**config.mk**
```make
export PLATFORM = sky130hd
export DESIGN_NAME = corr_config_ctrl
export DESIGN_NICKNAME = d
export VERILOG_FILES = /design/src/rtl/corr_cfg_pkg.sv /design/src/rtl/corr_config_ctrl_shadow_reg.sv /design/src/rtl/corr_config_ctrl.sv
export SDC_FILE = /design/constraint.sdc
export NUM_CORES = 1
export LEC_CHECK = 0
export ABC_AREA = 0
export BUFFER_PORTS_ARGS = -buffer_cell sky130_fd_sc_hd__buf_2
export CORE_MARGIN = 3
export CORE_UTILIZATION = 35
export DETAILED_ROUTE_END_ITERATION = 6
export PLACE_DENSITY = 0.52
export SYNTH_ARGS = -nofsm -noshare
export SYNTH_HDL_FRONTEND = slang
export SYNTH_SLANG_ARGS = --single-unit
export TNS_END_PERCENT = 5
```
**constraint.sdc**
```tcl
create_clock -name clk -period 4.6 [get_ports clk]
set_clock_uncertainty 0.1 [all_clocks]
set_input_delay 0.23 -clock clk [delete_from_list [all_inputs] [get_ports clk]]
set_output_delay 0.23 -clock clk [all_outputs]
set_load 0.03 [all_outputs]
```
**src/rtl/corr_cfg_pkg.sv**
```systemverilog
// corr_cfg_pkg: opcodes, restore codes, FSM states and load targets for corr_config_ctrl
package corr_cfg_pkg;

    localparam logic [3:0] OP_RESTORE     = 4'd0;
    localparam logic [3:0] OP_LOAD_INTEG  = 4'd1;
    localparam logic [3:0] OP_LOAD_SAMPLE = 4'd2;
    localparam logic [3:0] OP_LOAD_LINE   = 4'd3;
    localparam logic [3:0] OP_ENABLES     = 4'd12;
    localparam logic [3:0] OP_COMMIT      = 4'd13;

    localparam logic [3:0] RS_INTEG   = 4'd1;
    localparam logic [3:0] RS_SAMPLE  = 4'd2;
    localparam logic [3:0] RS_LINE    = 4'd3;
    localparam logic [3:0] RS_ENABLES = 4'd12;
    localparam logic [3:0] RS_ALL     = 4'd15;

    typedef enum logic {ST_IDLE, ST_PENDING} state_t;

    typedef enum logic [1:0] {TGT_NONE, TGT_INTEG, TGT_SAMPLE, TGT_LINE} tgt_t;

    function automatic tgt_t op_target(input logic [3:0] op);
        return op == OP_LOAD_INTEG  ? TGT_INTEG  :
               op == OP_LOAD_SAMPLE ? TGT_SAMPLE :
               op == OP_LOAD_LINE   ? TGT_LINE   : TGT_NONE;
    endfunction

endpackage

```
**src/rtl/corr_config_ctrl_shadow_reg.sv**
```systemverilog
// corr_shadow_reg: one shadow setting with nibble write at a nibble index and restore to its init value
module corr_shadow_reg #(
    parameter int                 WIDTH = 64,
    parameter logic [WIDTH-1:0]   INIT  = '0
) (
    input  logic                        clk,
    input  logic                        rst,
    input  logic                        wr,
    input  logic                        restore,
    input  logic [$clog2(WIDTH)-3:0]    nidx,
    input  logic [3:0]                  nib,
    output logic [WIDTH-1:0]            q
);

    always_ff @(posedge clk) begin
        if (rst || restore)
            q <= INIT;
        else if (wr)
            q[{nidx, 2'b00} +: 4] <= nib;
    end

endmodule

```
**src/rtl/corr_config_ctrl.sv**
```systemverilog
// corr_config_ctrl: byte command decoder building shadow settings and committing them on integration boundaries
module corr_config_ctrl
    import corr_cfg_pkg::*;
#(
    parameter int                     REG_WIDTH        = 64,
    parameter logic [REG_WIDTH-1:0]   INIT_ACTIVE_LINE = '0,
    parameter logic [REG_WIDTH-1:0]   INIT_SAMPLE_TIME = REG_WIDTH'(100),
    parameter logic [REG_WIDTH-1:0]   INIT_INTEG_TIME  = REG_WIDTH'(1000),
    parameter logic [2:0]             INIT_ENABLES     = 3'b000
) (
    input  logic                  clk,
    input  logic                  rst,
    input  logic [7:0]            rx_data,
    input  logic                  rx_valid,
    input  logic                  integ_boundary,
    output logic [REG_WIDTH-1:0]  active_line,
    output logic [REG_WIDTH-1:0]  sample_time,
    output logic [REG_WIDTH-1:0]  integration_time,
    output logic                  transmit_enable,
    output logic                  integ_clk_enable,
    output logic                  sample_clk_enable,
    output logic                  corr_reset,
    output logic                  cfg_pending,
    output logic                  cmd_error
);

    localparam int IW = $clog2(REG_WIDTH) + 1;
    localparam int NW = $clog2(REG_WIDTH) - 2;
    localparam logic [IW-1:0] FULL = IW'(REG_WIDTH);
    localparam logic [IW-1:0] STEP = IW'(4);

    state_t                state, state_n;
    tgt_t                  last_tgt, last_n, tgt;
    logic [IW-1:0]         ridx, ridx_n;
    logic [NW-1:0]         nidx;
    logic [2:0]            en_sh, en_n, en_act;
    logic [3:0]            op, pl;
    logic                  wr, err, apply, apply_d;
    logic                  rs_integ, rs_sample, rs_line;
    logic [REG_WIDTH-1:0]  sh_integ, sh_sample, sh_line;

    assign op  = rx_data[3:0];
    assign pl  = rx_data[7:4];
    assign tgt = op_target(op);

    always_comb begin
        state_n   = state;
        ridx_n    = ridx;
        last_n    = last_tgt;
        nidx      = ridx[IW-2:2];
        en_n      = en_sh;
        wr        = 1'b0;
        err       = 1'b0;
        apply     = 1'b0;
        rs_integ  = 1'b0;
        rs_sample = 1'b0;
        rs_line   = 1'b0;
        if (state == ST_PENDING) begin
            // A full restore is the only way to back out of a waiting commit
            if (rx_valid && op == OP_RESTORE && pl == RS_ALL) begin
                rs_integ  = 1'b1;
                rs_sample = 1'b1;
                rs_line   = 1'b1;
                en_n      = INIT_ENABLES;
                ridx_n    = '0;
                state_n   = ST_IDLE;
            end else begin
                err = rx_valid;
                if (integ_boundary) begin
                    apply   = 1'b1;
                    state_n = ST_IDLE;
                end
            end
        end else if (rx_valid) begin
            case (op)
                OP_RESTORE: begin
                    ridx_n    = '0;
                    rs_integ  = pl == RS_INTEG  || pl == RS_ALL;
                    rs_sample = pl == RS_SAMPLE || pl == RS_ALL;
                    rs_line   = pl == RS_LINE   || pl == RS_ALL;
                    en_n      = (pl == RS_ENABLES || pl == RS_ALL) ? INIT_ENABLES : en_sh;
                    err       = !(pl inside {RS_INTEG, RS_SAMPLE, RS_LINE, RS_ENABLES, RS_ALL});
                end
                OP_LOAD_INTEG, OP_LOAD_SAMPLE, OP_LOAD_LINE: begin
                    last_n = tgt;
                    if (tgt != last_tgt) begin
                        nidx   = '0;
                        wr     = 1'b1;
                        ridx_n = STEP;
                    end else if (ridx == FULL) begin
                        err = 1'b1;
                    end else begin
                        wr     = 1'b1;
                        ridx_n = ridx + STEP;
                    end
                end
                OP_ENABLES: en_n = pl[2:0];
                OP_COMMIT: begin
                    ridx_n = '0;
                    if (en_sh[1] || en_act[1])
                        state_n = ST_PENDING;
                    else
                        apply = 1'b1;
                end
                default: err = 1'b1;
            endcase
        end
    end

    corr_shadow_reg #(.WIDTH(REG_WIDTH), .INIT(INIT_INTEG_TIME)) u_sh_integ (
        .clk(clk), .rst(rst), .wr(wr && tgt == TGT_INTEG), .restore(rs_integ),
        .nidx(nidx), .nib(pl), .q(sh_integ)
    );

    corr_shadow_reg #(.WIDTH(REG_WIDTH), .INIT(INIT_SAMPLE_TIME)) u_sh_sample (
        .clk(clk), .rst(rst), .wr(wr && tgt == TGT_SAMPLE), .restore(rs_sample),
        .nidx(nidx), .nib(pl), .q(sh_sample)
    );

    corr_shadow_reg #(.WIDTH(REG_WIDTH), .INIT(INIT_ACTIVE_LINE)) u_sh_line (
        .clk(clk), .rst(rst), .wr(wr && tgt == TGT_LINE), .restore(rs_line),
        .nidx(nidx), .nib(pl), .q(sh_line)
    );

    always_ff @(posedge clk) begin
        if (rst) begin
            state            <= ST_IDLE;
            ridx             <= '0;
            last_tgt         <= TGT_NONE;
            en_sh            <= INIT_ENABLES;
            en_act           <= INIT_ENABLES;
            active_line      <= INIT_ACTIVE_LINE;
            sample_time      <= INIT_SAMPLE_TIME;
            integration_time <= INIT_INTEG_TIME;
            apply_d          <= 1'b0;
            corr_reset       <= 1'b0;
            cmd_error        <= 1'b0;
        end else begin
            state      <= state_n;
            ridx       <= ridx_n;
            last_tgt   <= last_n;
            en_sh      <= en_n;
            apply_d    <= apply;
            corr_reset <= apply_d;
            cmd_error  <= err;
            if (apply) begin
                active_line      <= sh_line;
                sample_time      <= sh_sample;
                integration_time <= sh_integ;
                en_act           <= en_sh;
            end
        end
    end

    assign transmit_enable   = en_act[2];
    assign integ_clk_enable  = en_act[1];
    assign sample_clk_enable = en_act[0];
    assign cfg_pending       = state == ST_PENDING;

endmodule

```
==> flow_metrics.tcl, run 1 <==
set metrics [dict create \
    status "finished, final reports clean" \
    postSynthCellCount 1813 \
    port_buffers 209 \
    initial_core_util_pct 35.7 \
    postRouteAntennaNets 0 \
    clk_latency_ns 0.57 \
    synthFlopType "dfxtp_1" \
    setup_violations 0 \
    clock_sinks 401 \
    via_per_inst 5.12 \
    p_per_area_nw_per_um2 393 \
    yosysSeqAreaShare_pct 51.7 \
    cts_buffers 44 \
    cts_setup_buffers 0 \
    drive_above_1_share_pct 18.1 \
    vias 13289 \
    yosysTopAreaCellShare_pct 51.7 \
    synthesis.area_um2 15500 \
    synth_edf_count 0 \
    nFillCells 4448 \
    drc 0 \
    synthDistinctLibCells 72 \
    worst_pin_slew_ns 1.34 \
    finalCriticalPeriod_ns 3.70 \
    cpMostUsedCell "or2_2" \
    grt_pass1_vias 13187 \
    routedWlPerCell_um 19.4 \
    critPathArrivalTime_ns 4.03 \
    final-seq-area_um2 8030 \
    worstPathRequired_ns 4.93 \
    synthTopCellsByArea "dfxtp_1, nand2_1, mux2i_1" \
    grt_overflow 0 \
    synth.avg_cell_area_um2 8.56 \
    grt_pass1_wl_mm 78.3 \
    finalHoldViolations 0 \
    routabilityCongestion 0.927 \
    die_x_um 217 \
    path_max_fanout 13 \
    power_leakage_uw 0.00746 \
    synthArstFlopShare_pct 0 \
    first_pass_iters 5 \
    clock_path_buffers 3 \
    hp-class "primary input to flop" \
    layout.nets 1995 \
    first_iter_violations 936 \
    die_h_um 217 \
    hpwl_mm 34.8 \
    path_buf_inv 3 \
    end_kind "flop" \
    die_area_um2 46900 \
    syn_to_final_growth_pct 20.1 \
    slew_violations 0 \
    slowest_delay_ns 0.65 \
    tritoncts "yes" \
    start_kind "primary input" \
    crit_chain "dlygate4sd3_1, buf_2, or2_2, o2111a_2, nor2_1, inv_1, ha_1, or2_2, o21ai_1, nand4_1, or3_1, mux2i_1" \
    cts_max_level 2 \
    ys_ff_latch 401 \
    rsz0062_at_grt "no" \
    fin_util_pct 42.9 \
    cts.repair.resized 0 \
    io_pins 210 \
    crit_type "primary input to flop" \
    wl_mm 50.3 \
    cpMaxStageDelayCell "or3_1" \
    clk_pin_slew_worst_paths_ns 0.05 \
    core_um2 43500 \
    grt_usage_pct 21.2 \
    grt_max_degree 97 \
    peakVddDrop_mv 0.225 \
    synth_nets 1830 \
    hold_buffers 4 \
    ys_top_cells_by_count "nand2_1, dfxtp_1, a21oi_1, mux2i_1, nand3_1" \
    cts_root_buf "clkbuf_16" \
    synth_top_area_cell "dfxtp_1" \
    multi_input_area_um2 6970 \
    max-slew-margin-rel_pct 9.74 \
    maxCapViolations 0 \
    num_rows 76 \
    yosysMostFrequentCell "nand2_1" \
    path_delay_family "simple AND/OR/NAND/NOR gates" \
    antenna_found_initial 3 \
    clock.fmax_mhz 270 \
    final.setup.tns_ns 0 \
    yosysWarnings 0 \
    fin_crit_sh_pct 80.4 \
]
cells by family after synthesis:
| group | after synthesis | share of synthesized area (%) |
|---|---|---|
| multiplexers | 120 | 7.82 |
| AO/OA/AOI/OAI | 343 | 12.8 |
| flip-flops | 401 | 51.7 |
| AND/OR/NAND/NOR | 796 | 23.0 |
| adder cells (fa/ha/maj) | 5 | 0.403 |
| XOR/XNOR | 5 | 0.331 |
| buffers and inverters | 143 | 3.88 |
metrics by stage:
| stage | cells | instance area, um2 | hold WS (ns) | setup WS (ns) | power, uW |
|---|---|---|---|---|---|
| 4_1_cts | 2596 | 18600 | 0.0241 | 0.954 | 7410 |
| 2_1_floorplan | 1813 | 15500 | 0.314 | 0.933 | 3730 |
| 6_report | 2598 | 18600 | 0.0389 | 0.901 | 7320 |
| 5_1_grt | 2598 | 18600 | 0.0628 | 0.643 | 7560 |
| 3_3_place_gp | 2513 | 17100 | 0.318 | 0.989 | 3830 |
| 3_5_place_dp | 2513 | 17100 | 0.324 | 0.944 | 3830 |
placed cells by master (no fill, tap or decap), drive strengths merged, types with 7 or more instances in the layout:
master	Yosys	final
a21oi	214	214
and3	7	7
buf	54	243
clkbuf	74	72
dfxtp	401	401
inv	15	15
mux2i	120	120
nand2	568	568
nand3	101	101
nand4	13	13
nor2	43	43
nor2b	7	7
nor3	9	9
nor4	17	17
o211ai	11	11
o21ai	72	72
per-layer routing:
layer  GRT usage (%)  share of wire, %  vias to the layer above
li1                -                 -                     6467
met1            29.0                47                     6409
met2            32.8                44                      332
met3            4.71               5.7                       81
met4            7.38               3.0                        0
met5               0                 0                        -
sequential cells by signal, summed over array words and instances, names as in the netlist:
signal	count
last_tgt	2
corr_reset	1
u_sh_line.q	64
integration_time	64
sample_time	64
active_line	64
cmd_error	1
apply_d	1
u_sh_integ.q	64
u_sh_sample.q	64
en_act	3
en_sh	3
ridx	5
cfg_pending	1
worst paths after layout:
check,start,cells past startpoint,end,slack [ns]
min reg2reg,apply_d,1,corr_reset,0.33
max reg2reg,last_tgt[0],10,u_sh_sample.q[50],0.91
min,rst,2,sample_time[29],0.04
max,rx_data[0],12,u_sh_sample.q[50],0.90
layout make-up:
class                      instances  area share [%]
clock inverter                     7           0.470
multi-input combinational       1269            37.4
tap                              585            3.93
antenna                            2          0.0269
clock buffer                      72            7.39
timing repair buffer             247            7.43
inverter                          15           0.302
sequential                       401            43.1
power by group:
| group | internal, uW | switching, uW |
|---|---|---|
| combinational | 56.4 | 222 |
| clock | 2150 | 1410 |
| sequential | 3480 | 4.02 |
| total | 5680 | 1640 |
Note: power is estimated with default switching activity, not from simulation.
==> run 2, diff against run 1 <==
--- a/config.mk
+++ b/config.mk
@@ -10,7 +10,7 @@
 export CORE_MARGIN = 3
 export CORE_UTILIZATION = 35
 export DETAILED_ROUTE_END_ITERATION = 6
-export PLACE_DENSITY = 0.52
+export PLACE_DENSITY = 0.54
 export SYNTH_ARGS = -nofsm -noshare
 export SYNTH_HDL_FRONTEND = slang
 export SYNTH_SLANG_ARGS = --single-unit
==> constraint.sdc (replaced) <==
create_clock -name clk -period 3.4 [get_ports clk]
set_clock_uncertainty 0.1 [all_clocks]
set_input_delay 0.17 -clock clk [delete_from_list [all_inputs] [get_ports clk]]
set_output_delay 0.17 -clock clk [all_outputs]
set_load 0.03 [all_outputs]
==> run 2 against run 1 <==
Global-route usage hardly changed. Setup slack worse by 0.62 ns. Largest cell class unchanged. Sequential cell count stayed put. Routed wire length is 0.46% higher. Clock power is 31% higher. Via count is 1.3% higher. Design area is 2.2% higher.
==> flow_metrics.tcl, run 2 (synthesized netlist as in run 1, its figures left out) <==
set metrics [dict create \
    drc 0 \
    power_leakage_uw 0.00772 \
    max-slew-margin-rel_pct 16.9 \
    fin_ws_ns 0.286 \
    use_met2_pct 32.6 \
    syn_to_final_growth_pct 22.8 \
    final_area_um2 19000 \
    peakVddDrop_mv 0.248 \
    cts_setup_buffers 0 \
    first_iter_violations 933 \
    antenna_found_initial 0 \
    cts_max_level 2 \
    die_area_um2 46900 \
    fin_crit_sh_pct 91.6 \
    rsz0062_at_grt "no" \
    top_usage_layer "met2" \
    vias 13456 \
    io_pins 210 \
    start_kind "flop" \
    maxCapViolations 0 \
    cts_buffers 43 \
    layout.nets 2043 \
    nFillCells 4388 \
    grt_util_met1_pct 29.6 \
    slowest_delay_ns 0.96 \
    first_pass_iters 5 \
    grt_max_degree 109 \
    clock.fmax_mhz 321 \
    setup_violations 0 \
    end_kind "flop" \
    clk_latency_ns 0.56 \
    hpwl_mm 35.4 \
    worstPathRequired_ns 3.73 \
    crit_chain "nor3_2, xnor2_2, nor2_1, or3_1, mux2i_1" \
    crit_type "flop to flop" \
    cpMaxStageDelayCell "xnor2_2" \
    grt_overflow 0 \
    n_antenna_cell 0 \
    critPathArrivalTime_ns 3.45 \
    port_buffers 209 \
    finalHoldViolations 0 \
    p_per_area_nw_per_um2 515 \
    core_um2 43500 \
    finalCriticalPeriod_ns 3.11 \
    hp-class "primary input to flop" \
    routedWlPerCell_um 19.1 \
    layout_commonest_cell "nand2_1" \
    routabilityCongestion 0.904 \
    clk_pin_slew_worst_paths_ns 0.06 \
    initial_core_util_pct 35.7 \
    path_delay_family "simple AND/OR/NAND/NOR gates" \
    dp_worst_setup_slack_ns 0.338 \
    path_buf_inv 0 \
    die_x_um 217 \
    path_max_fanout 12 \
    power_uw 9800 \
    worst_pin_slew_ns 1.24 \
    postRouteAntennaNets 0 \
    drive_above_1_share_pct 19.6 \
    fin_util_pct 43.8 \
    num_rows 76 \
    wl_mm 50.6 \
    whs_ns 0.106 \
    clock_sinks 401 \
    status "finished, final reports clean" \
    clock_path_buffers 3 \
    dpl_cell_area_um2 17500 \
    grt_pass1_wl_mm 78.2 \
    die_h_um 217 \
    grt_usage_pct 21.2 \
    slew_violations 0 \
    gr-usage-met3_pct 4.15 \
    cts_root_buf "clkbuf_16" \
    cts.repair.resized 0 \
    final_cell_mix "nand2_1, dfxtp_1, a21oi_1" \
    via_per_inst 5.09 \
    grt_pass1_vias 12985 \
    tritoncts "yes" \
]
## run 2: cell types whose count changed in the layout (fill, tap and decap cells not counted), sizes merged
cell | previous run | this run
dlygate4sd3 | 4 | 10
clkbuf | 72 | 71
diode | 2 | 0
clkinv | 4 | 3
clkinvlp | 1 | 0
buf | 243 | 286
## run 2: worst min-delay path, delay by kind of cell
kind            cells  cell delay [ns]
buf+inv             2             0.39
simple gates        1             0.08
compound gates      1             0.05
## run 2: power by group
| part | switching [uW] | total [uW] | internal, uW |
|---|---|---|---|
| sequential | 4.93 | 4710 | 4710 |
| clock | 1870 | 4680 | 2810 |
| combinational | 308 | 409 | 100 |
| total | 2180 | 9800 | 7620 |
## run 2: area by class of cell
| type | instances | area [um2] | share of cell area (%) |
|---|---|---|---|
| Inverter | 15 | 56.3 | 0.296 |
| Clock inverter | 5 | 75.1 | 0.394 |
| Sequential cell | 401 | 8030 | 42.2 |
| Clock buffer | 71 | 1330 | 7.00 |
| Tap cell | 585 | 732 | 3.84 |
| Multi-Input combinational cell | 1269 | 7030 | 36.9 |
| Timing Repair Buffer | 296 | 1790 | 9.41 |
## run 2: final timing paths
check	start	end	slack, ns	depth (start not counted)
worst min-delay path	rx_data[6]	u_sh_integ.q[18]	0.11	4
worst max register to register	ridx[4]	u_sh_sample.q[42]	0.29	5
worst min register to register	apply_d	corr_reset	0.34	1
worst max-delay path	ridx[4]	u_sh_sample.q[42]	0.29	5
## run 2: per-layer routing
metal | vias up | wire (um)
li1 | 6580 | -
met4 | 0 | 1490
met1 | 6448 | 23900
met5 | - | 0
met2 | 352 | 22300
met3 | 76 | 2870
## run 2: metrics by stage
stage / setup TNS [ns] / std cells
final: 0 / 2642
after detailed placement: 0 / 2556
after CTS: 0 / 2642
after global placement: 0 / 2556
after global routing: 0 / 2642
after floorplan: -0.297 / 1813
## run 2: repair_timing
item / 4_1_cts / 5_1_grt
setup endpoints to repair: 0 / 0
endpoints found under the hold margin: 23 / 0
hold buffers: 10 / 0
==> run 3, diff against run 2 <==
--- a/config.mk
+++ b/config.mk
@@ -5,7 +5,7 @@
 export SDC_FILE = /design/constraint.sdc
 export NUM_CORES = 1
 export LEC_CHECK = 0
-export ABC_AREA = 0
+export ABC_AREA = 1
 export BUFFER_PORTS_ARGS = -buffer_cell sky130_fd_sc_hd__buf_2
 export CORE_MARGIN = 3
 export CORE_UTILIZATION = 35
==> run 3 against run 2 <==
Via count grew 2.6%. Sequential cell count is the same. Sequential share of layout area grew 0.15 points. Largest cell class unchanged. Highest routed layer unchanged. Setup slack gained 0.022 ns. Critical path depth grew 9. Total power grew 5.6%. Global-route usage shrank 1.5 points. Synthesized area grew 2.1%. Die area grew 2.0%. Non-clock buffer count shrank 43.
==> flow_metrics.tcl, run 3 <==
set metrics [dict create \
    clock_path_buffers 3 \
    cts_root_buf "clkbuf_16" \
    grt_overflow 0 \
    critPathArrivalTime_ns 3.48 \
    synthArstFlopShare_pct 0 \
    end_kind "flop" \
    hpwl_mm 32.4 \
    num_rows 77 \
    tritoncts "yes" \
    first_pass_iters 5 \
    clk_latency_ns 0.55 \
    postSynthCellCount 2098 \
    cts_max_level 2 \
    path_max_fanout 15 \
    io_pins 210 \
    die_x_um 219 \
    drc 0 \
    port_buffers 209 \
    rsz0062_at_grt "no" \
    p_per_area_nw_per_um2 545 \
    yosysTopAreaCellShare_pct 50.7 \
    syn_to_final_growth_pct 19.8 \
    final.setup.tns_ns 0 \
    synthDistinctLibCells 35 \
    yosysSeqAreaShare_pct 50.7 \
    routedWlPerCell_um 16.6 \
    final_cell_mix "nor2_1, dfxtp_1, nand2_1" \
    synthFlopType "dfxtp_1" \
    routabilityCongestion 0.895 \
    slew_violations 0 \
    setup_violations 0 \
    status "finished, final reports clean" \
    clock_sinks 401 \
    wl_mm 48.0 \
    worst_pin_slew_ns 1.05 \
    peakVddDrop_mv 0.339 \
    finalCriticalPeriod_ns 3.09 \
    synth.avg_cell_area_um2 7.55 \
    cts_buffers 44 \
    via_per_inst 4.76 \
    postRouteAntennaNets 0 \
    dp.cells 2815 \
    maxCapViolations 0 \
    max-slew-margin-rel_pct 29.7 \
    grt_max_degree 179 \
    layout.nets 2294 \
    initial_core_util_pct 35.7 \
    clock.fmax_mhz 323 \
    clk_pin_slew_worst_paths_ns 0.06 \
    grt_pass1_vias 12886 \
    cts.repair.resized 0 \
    grt_usage_pct 19.7 \
    die_area_um2 47800 \
    synth_nets 2115 \
    worstPathRequired_ns 3.79 \
    core_um2 44400 \
    synth_top_area_cell "dfxtp_1" \
    yosysWarnings 0 \
    hp-class "primary input to flop" \
    vias 13807 \
    final_cells 2902 \
    die_h_um 219 \
    start_kind "flop" \
    antenna_found_initial 0 \
    grt_pass1_wl_mm 74.1 \
    synth_edf_count 0 \
    power_leakage_uw 0.00916 \
    crit_type "flop to flop" \
    first_iter_violations 1017 \
    fin_crit_sh_pct 91.0 \
    layout_commonest_cell "nor2_1" \
    drive_above_1_share_pct 17.5 \
    n_antenna_cell 0 \
    ys_ff_latch 401 \
    ys_top_cells_by_count "nor2_1, dfxtp_1, nand2_1, o21ai_0, inv_1" \
    yosysMostFrequentCell "nor2_1" \
    synthTopCellsByArea "dfxtp_1, nor2_1, nand2_1" \
    finalHoldViolations 0 \
    synthesis.area_um2 15800 \
    cts_setup_buffers 0 \
]
run 3: cell families after synthesis:
logic type,count (synthesis),share of synthesized area [%]
fa+ha+maj,5,0.395
buf+inv,288,7.58
flops,401,50.7
compound gates,377,12.2
simple gates,1027,29.1
run 3: worst paths after layout:
path                  endpoint        start  slack [ns]  depth (start not counted)
max          u_sh_sample.q[58]  cfg_pending        0.31                         14
min                last_tgt[1]   rx_data[2]        0.04                          6
max reg2reg  u_sh_sample.q[58]  cfg_pending        0.31                         14
min reg2reg         corr_reset      apply_d        0.32                          2
run 3: through the flow:
stage	utilization (%)	hold slack (ns)	worst slack, ns	cell area (um2)	total power [uW]
floorplan	-	0.139	0.598	15800	5330
global placement	39.2	0.301	0.332	17400	5530
detailed placement	39.2	0.304	0.315	17400	5530
CTS	42.7	0.0106	0.317	19000	10500
global route	42.7	0.0797	0.0140	19000	10700
finish	42.7	0.0436	0.307	19000	10300
run 3: repair_timing:
action / 4_1_cts / 5_1_grt
hold buffers: 8 / 0
hold endpoints to repair: 10 / 0
setup endpoints to repair: 0 / 0
run 3: layout make-up:
class,instances,area (um2)
Clock buffer,65,1320
Clock inverter,14,179
Fill cell,4487,25400
Inverter,168,633
Multi-Input combinational cell,1409,6640
Sequential cell,401,8030
Tap cell,592,741
Timing Repair Buffer,253,1430
run 3: worst max-delay path, cell delays in order, from the launching register on:
cell and delay (ns):
dfxtp_1 0.39, inv_2 0.09, nand2_1 0.17, nor2_2 0.08, nand2_4 0.13, nand2_2 0.19, ha_1 0.30, nand3b_1 0.21
nand2_4 0.28, inv_1 0.23, nor2_2 0.34, nand3_2 0.26, nand2_1 0.11, nand2_1 0.05, nor2_1 0.09
run 3: report_power, final:
| part | internal (uW) | total [uW] | switching [uW] |
|---|---|---|---|
| sequential | 4760 | 4800 | 36.4 |
| clock | 2990 | 4920 | 1920 |
| combinational | 146 | 635 | 489 |
run 3: layer usage:
| metal | track usage (%) | wire length, um |
|---|---|---|
| met4 | 5.70 | 1100 |
| met3 | 3.64 | 2910 |
| met1 | 28.5 | 23500 |
| met5 | 0 | 0 |
| met2 | 29.8 | 20500 |
